===== config.mk =====
export PLATFORM = sky130hd
export DESIGN_NAME = regfile_bank
export DESIGN_NICKNAME = d
export VERILOG_FILES = /design/src/rtl/regfile_bank_pkg.sv /design/src/rtl/regfile_bank_reg_cell.sv /design/src/rtl/regfile_bank.sv
export SDC_FILE = /design/constraint.sdc
export NUM_CORES = 2
export LEC_CHECK = 0
export BUFFER_PORTS_ARGS = -buffer_cell sky130_fd_sc_hd__buf_4
export CAP_MARGIN = 30
export CORE_AREA = 2 2 438 440
export DETAILED_ROUTE_END_ITERATION = 10
export DIE_AREA = 0 0 440 442
export SETUP_SLACK_MARGIN = 0.5
export SLEW_MARGIN = 25
export SYNTH_ARGS = -nofsm -noshare
export SYNTH_HDL_FRONTEND = slang
export SYNTH_SLANG_ARGS = --single-unit

===== constraint.sdc =====
create_clock -name Clk -period 2.8 [get_ports Clk]
set_input_delay 0.14 -clock Clk [delete_from_list [all_inputs] [get_ports Clk]]
set_output_delay 0.14 -clock Clk [all_outputs]
set_load 0.01 [all_outputs]

===== src/rtl/regfile_bank_pkg.sv =====
// Shared constants for the MIPS register file storage array, its write
// decode and the downstream 32:1 read-port selectors.
package regfile_bank_pkg;

   localparam int DATA_W   = 32;
   localparam int ADDR_W   = 5;
   localparam int NUM_REGS = 32;
   localparam int WCNT_W   = 16;

   localparam logic [ADDR_W-1:0] REG_ZERO = 5'd0;

endpackage : regfile_bank_pkg


===== src/rtl/regfile_bank_reg_cell.sv =====
// One architectural register: DATA_W-wide storage with a load enable and a
// synchronous active-high clear. Reset has priority over load.
module reg_cell
   import regfile_bank_pkg::*;
#(
   parameter int CELL_W = DATA_W
) (
   input  logic              i_clk,
   input  logic              i_rst,
   input  logic              i_ld,
   input  logic [CELL_W-1:0] i_d,
   output logic [CELL_W-1:0] o_q
);

   logic [CELL_W-1:0] r_q;

   // Clear on reset, otherwise capture new data when selected by the decode.
   always_ff @(posedge i_clk) begin
      if (i_rst) begin
         r_q <= '0;
      end else if (i_ld) begin
         r_q <= i_d;
      end
   end

   assign o_q = r_q;

endmodule : reg_cell


===== src/rtl/regfile_bank.sv =====
// MIPS register file storage: 31 writable registers plus a hardwired zero
// register, exposed on a flattened bus for the rs/rt read selectors.
// Also tracks per-register dirty bits, an accepted-write counter and a
// one-cycle write acknowledge.
// Optional build macro: REGFILE_WR_BYPASS_EN -- when defined, the slice
// being written shows Din combinationally in the same cycle.
module regfile_bank
#(
   parameter int DATA_W   = regfile_bank_pkg::DATA_W,
   parameter int NUM_REGS = regfile_bank_pkg::NUM_REGS,
   parameter int ADDR_W   = regfile_bank_pkg::ADDR_W,
   parameter int WCNT_W   = regfile_bank_pkg::WCNT_W
) (
   input  logic                       Clk,
   input  logic                       Rst,
   input  logic                       WrEn,
   input  logic [ADDR_W-1:0]          Awr,
   input  logic [DATA_W-1:0]          Din,
   output logic [NUM_REGS*DATA_W-1:0] dout_flat,
   output logic [NUM_REGS-1:0]        dirty,
   output logic [WCNT_W-1:0]          wr_count,
   output logic                       wr_ack
);

   import regfile_bank_pkg::*;

   // One-hot write decode for registers 1..NUM_REGS-1; register 0 has no
   // load enable, so a write to it naturally decodes to nothing.
   logic [NUM_REGS-1:1] w_dec;
   logic                w_wr_acc;

   logic [NUM_REGS-1:1] r_dirty;
   logic [WCNT_W-1:0]   r_wr_count;
   logic                r_wr_ack;

   // Decode Awr into per-register load enables, gated by WrEn.
   always_comb begin
      w_dec = '0;
      for (int i = 1; i < NUM_REGS; i++) begin
         w_dec[i] = WrEn && (Awr == ADDR_W'(i));
      end
   end

   // A write is accepted exactly when it hits a writable register.
   assign w_wr_acc = |w_dec;

   // Register zero reads as constant zero.
   assign dout_flat[DATA_W-1:0] = '0;

   for (genvar g = 1; g < NUM_REGS; g++) begin : g_reg
      logic [DATA_W-1:0] w_q;

      reg_cell #(
         .CELL_W (DATA_W)
      ) u_cell (
         .i_clk (Clk),
         .i_rst (Rst),
         .i_ld  (w_dec[g]),
         .i_d   (Din),
         .o_q   (w_q)
      );

`ifdef REGFILE_WR_BYPASS_EN
      // Forward write data so a same-cycle read sees the new value.
      assign dout_flat[DATA_W*g +: DATA_W] = (w_dec[g] && !Rst) ? Din : w_q;
`else
      assign dout_flat[DATA_W*g +: DATA_W] = w_q;
`endif
   end

   // Mark registers written since reset; dirty[0] can never be set.
   always_ff @(posedge Clk) begin
      if (Rst) begin
         r_dirty <= '0;
      end else begin
         r_dirty <= r_dirty | w_dec;
      end
   end

   // Count accepted writes; wraps silently at all-ones.
   always_ff @(posedge Clk) begin
      if (Rst) begin
         r_wr_count <= '0;
      end else if (w_wr_acc) begin
         r_wr_count <= r_wr_count + WCNT_W'(1);
      end
   end

   // Acknowledge is high for the one cycle following an accepted write.
   always_ff @(posedge Clk) begin
      if (Rst) begin
         r_wr_ack <= 1'b0;
      end else begin
         r_wr_ack <= w_wr_acc;
      end
   end

   assign dirty    = {r_dirty, 1'b0};
   assign wr_count = r_wr_count;
   assign wr_ack   = r_wr_ack;

   // An unknown destination during a write would corrupt an arbitrary register.
   a_awr_known: assert property (@(posedge Clk) disable iff (Rst)
      WrEn |-> !$isunknown(Awr));

endmodule : regfile_bank

==> summary.txt <==
Status
  • Status: completed

Synth
  • Yosys warns: 0
  • Main synth FF type: dfxtp_1
  • Synth async-reset ratio: 0%
  • Synth Register Bits: 1040
  • Post-synthesis sequential area ratio: 57.3%
  • Post-synth EDFFs: 0
  • Post-Syn Area: 36300 µm²
  • Synth top area share: 57.3%
  • Mapped Avg Cell Area: 7.74 µm²
  • Synth area leader: dfxtp_1
  • Dominant cells by area after synthesis: dfxtp_1, nand2_1, a21oi_1
  • Mapped Cells: 4690
  • Synth cell types: 36

Layout
  • Commonest non-fill, non-tap cells in the layout: nand2_1, buf_4, dfxtp_1
  • Share of cells above drive strength 1: 24.7%
  • Final nets: 5628
  • Area Overhead vs Synth: 40.5%
  • Commonest non-fill, non-tap cell in the layout: nand2_1

STA
  • WHS: 127 ps
  • Fmax: 0.450 GHz
  • Layout Skew: 13.0 ps
  • Min Tclk post-route: 2220 ps
  • Worst Max-Slew Pin Slew: 1060 ps
  • Fin. Hold Viols: 0
  • RSZ-0062 raised after global routing: no
  • Relative slew slack: 29.1%
  • Final setup TNS: 0 ps
  • Setup violators final: 0
  • Final clock period utilization by the worst path: 79.4%
  • Fin. max-slew vios: 0

Setup path
  • Slowest cell on the critical path: or4_1
  • Crit path depth: 7
  • Startpoint types: primary input
  • Slowest stage delay, CP: 760 ps
  • CP most frequent cell: dlygate4sd3_1
  • Critical Path Sink: wr_count[2]
  • Worst r2r dst: wr_count[14]
  • CP Capture Type: flip-flop
  • Crit path buffers/inverters: 3
  • Critical Path AT: 2790 ps
  • Crit-path leading delay family: buffers and inverters
  • Cell breakdown of the critical path: dlygate4sd3_1, buf_4, or4_1, o211ai_1, dlygate4sd3_1, xor2_1, nor2_1
  • Reg2reg path depth: 5
  • Critical path type: primary input to flip-flop
  • Reg2Reg Setup Slack: 860 ps
  • Critical Path Fanout Max: 12
  • Reg2reg start: wr_count[0]
  • Critical Path RT: 3360 ps
  • Worst Setup SP: Awr[2]

Pwr
  • Clock power frac: 47.6%
  • Sw Pwr: 7.80 mW
  • Flop pwr share: 47.1%
  • Comb power frac: 5.3%
  • PD cells: 623 nW/µm²
  • Leak: 19.2 nW
  • Cell-internal power: 24.0 mW
  • Max VDD drop: 0.509 mV
  • Sw frac: 24.5%

Hold path
  • Hold Path Depth: 5
  • Worst min path class: primary input to flip-flop

Clock tree
  • Cts hold-fix bufs: 38
  • Post-CTS Resized: 0
  • Sinks on Clock Net: 1040
  • Post-CTS Setup Repair Bufs: 0
  • Clk pin slew, worst setup/hold paths: 60 ps
  • TritonCTS clock tree: yes
  • H-Tree Depth: 3
  • Max clock buf depth: 3
  • Worst-skew pair later-pin latency: 710 ps
  • Num CTS Buffers: 111
  • Root cell of the clock tree: clkbuf_16

GRT
  • Met1 usage: 20.6%
  • Met3 usage: 4.14%
  • Initial antenna violation count: 17
  • Met2 Use GR: 31.0%
  • Global-route wire length before repair: 250000 µm
  • GRT Max-Usage Layer: met2
  • Largest net degree at the start of global routing: 99
  • Vias in the first global route: 33.0k
  • GR Util All Layers: 17.9%
  • Total grt overflow: 0

Drt
  • DR WL/cell: 22.4 µm
  • Via count: 36.0k
  • Drt initial violations: 3290
  • Antenna viol nets, final: 0
  • DRC violations left: 0
  • Vias per Instance: 4.39
  • DR pass1 iterations: 8
  • Drt total wl: 183000 µm

Die
  • IO Count: 1113
  • Initial Utilization: 19.2%
  • Die Ht: 442 µm
  • FP Rows: 160
  • Die width: 440 µm
  • Die footprint: 194000 µm²
  • Area of the core: 190000 µm²

Placed design
  • Post-DP HPWL: 117000 µm
  • Routability cong.: 0.801
  • PortBufs: 1079

Flow run
  • Number of max-cap violations: 0
power groups by stage:
stage / Combinational (mW) / Clock [mW] / Sequential (mW)
after floorplan: 0.663 / 0 / 15.3
after global placement: 1.64 / 0 / 15.3
after detailed placement: 1.65 / 0 / 15.3
after CTS: 1.70 / 15.4 / 15.0
after global routing: 1.77 / 16.0 / 15.0
final: 1.70 / 15.1 / 15.0
worst min-delay path, stage by stage:
cell	delay, ps
buf_4	160
nand3_1	90
buf_4	260
nand2_1	120
a21oi_1	50
how the worst min path moves through the flow:
stage | start | end | slack (ps)
2_1_floorplan | Din[0] | g_reg[2].u_cell.o_q[0] | 280
3_3_place_gp | g_reg[27].u_cell.o_q[26] | g_reg[27].u_cell.o_q[26] | 440
3_5_place_dp | g_reg[22].u_cell.o_q[0] | g_reg[22].u_cell.o_q[0] | 450
4_1_cts | Awr[1] | g_reg[11].u_cell.o_q[3] | 30
5_1_grt | Awr[1] | g_reg[11].u_cell.o_q[4] | 100
6_report | Awr[1] | g_reg[11].u_cell.o_q[31] | 130
kinds of logic after synthesis:
logic type / after synthesis / synth area share (%)
AND/OR/NAND/NOR: 2160 / 22.9
multiplexers: 1 / 0.0276
adder cells (fa/ha/maj): 1 / 0.0344
other: 1 / 0.0103
XOR/XNOR: 4 / 0.0964
buffers and inverters: 465 / 5.46
flip-flops: 1040 / 57.3
AO/OA/AOI/OAI: 1018 / 14.1
layout make-up:
type                            instances  area (µm²)
Clock inverter                         35         505
Sequential cell                      1040       20800
Timing Repair Buffer                 1215        9480
Tap cell                             2511        3140
Antenna cell                            8        20.0
Fill cell                           20228      139000
Clock buffer                          165        3250
Multi-Input combinational cell       3217       13800
Inverter                                2        7.51
sequential cells by signal, indices dropped and copies added, names as in the netlist:
name and count:
g.u_cell.o_q 992, r_dirty 31, wr_count 16, wr_ack 1
per-stage QoR:
step           util (%)  total power [mW]  cell area (µm²)  std cells  setup slack [ps]
3_3_place_gp       24.7              16.9            46800       7944               676
4_1_cts            26.9              32.1            51000       8185               685
2_1_floorplan         -              16.0            36400       4722              1120
3_5_place_dp       24.7              17.0            46900       7947               638
5_1_grt            26.9              32.7            51000       8188               537
6_report           26.9              31.8            51000       8193               578
synth_stat cells, types with 4 or more instances:
library cell and count:
o211ai_1 4, a21oi_1 1001, buf_2 90, nand3_1 5, nand2_1 2002, clkbuf_1 335
buf_1 5, nor2b_1 4, or4_1 8, o31ai_1 6, dfxtp_1 1040, or2_2 11
or2_1 8, buf_4 33, o21ai_0 4, xor2_1 4, nor2_1 93, nand4_1 4
per-layer routing:
| layer | vias to the layer above | part of all wire [%] | wire length (µm) |
|---|---|---|---|
| met4 | 2 | 4.5 | 8210 |
| li1 | 16657 | - | - |
| met3 | 387 | 8.7 | 15900 |
| met2 | 1744 | 50 | 91300 |
| met5 | - | 0.0065 | 12 |
| met1 | 17164 | 37 | 68000 |
(Power assumes the default switching activity.)
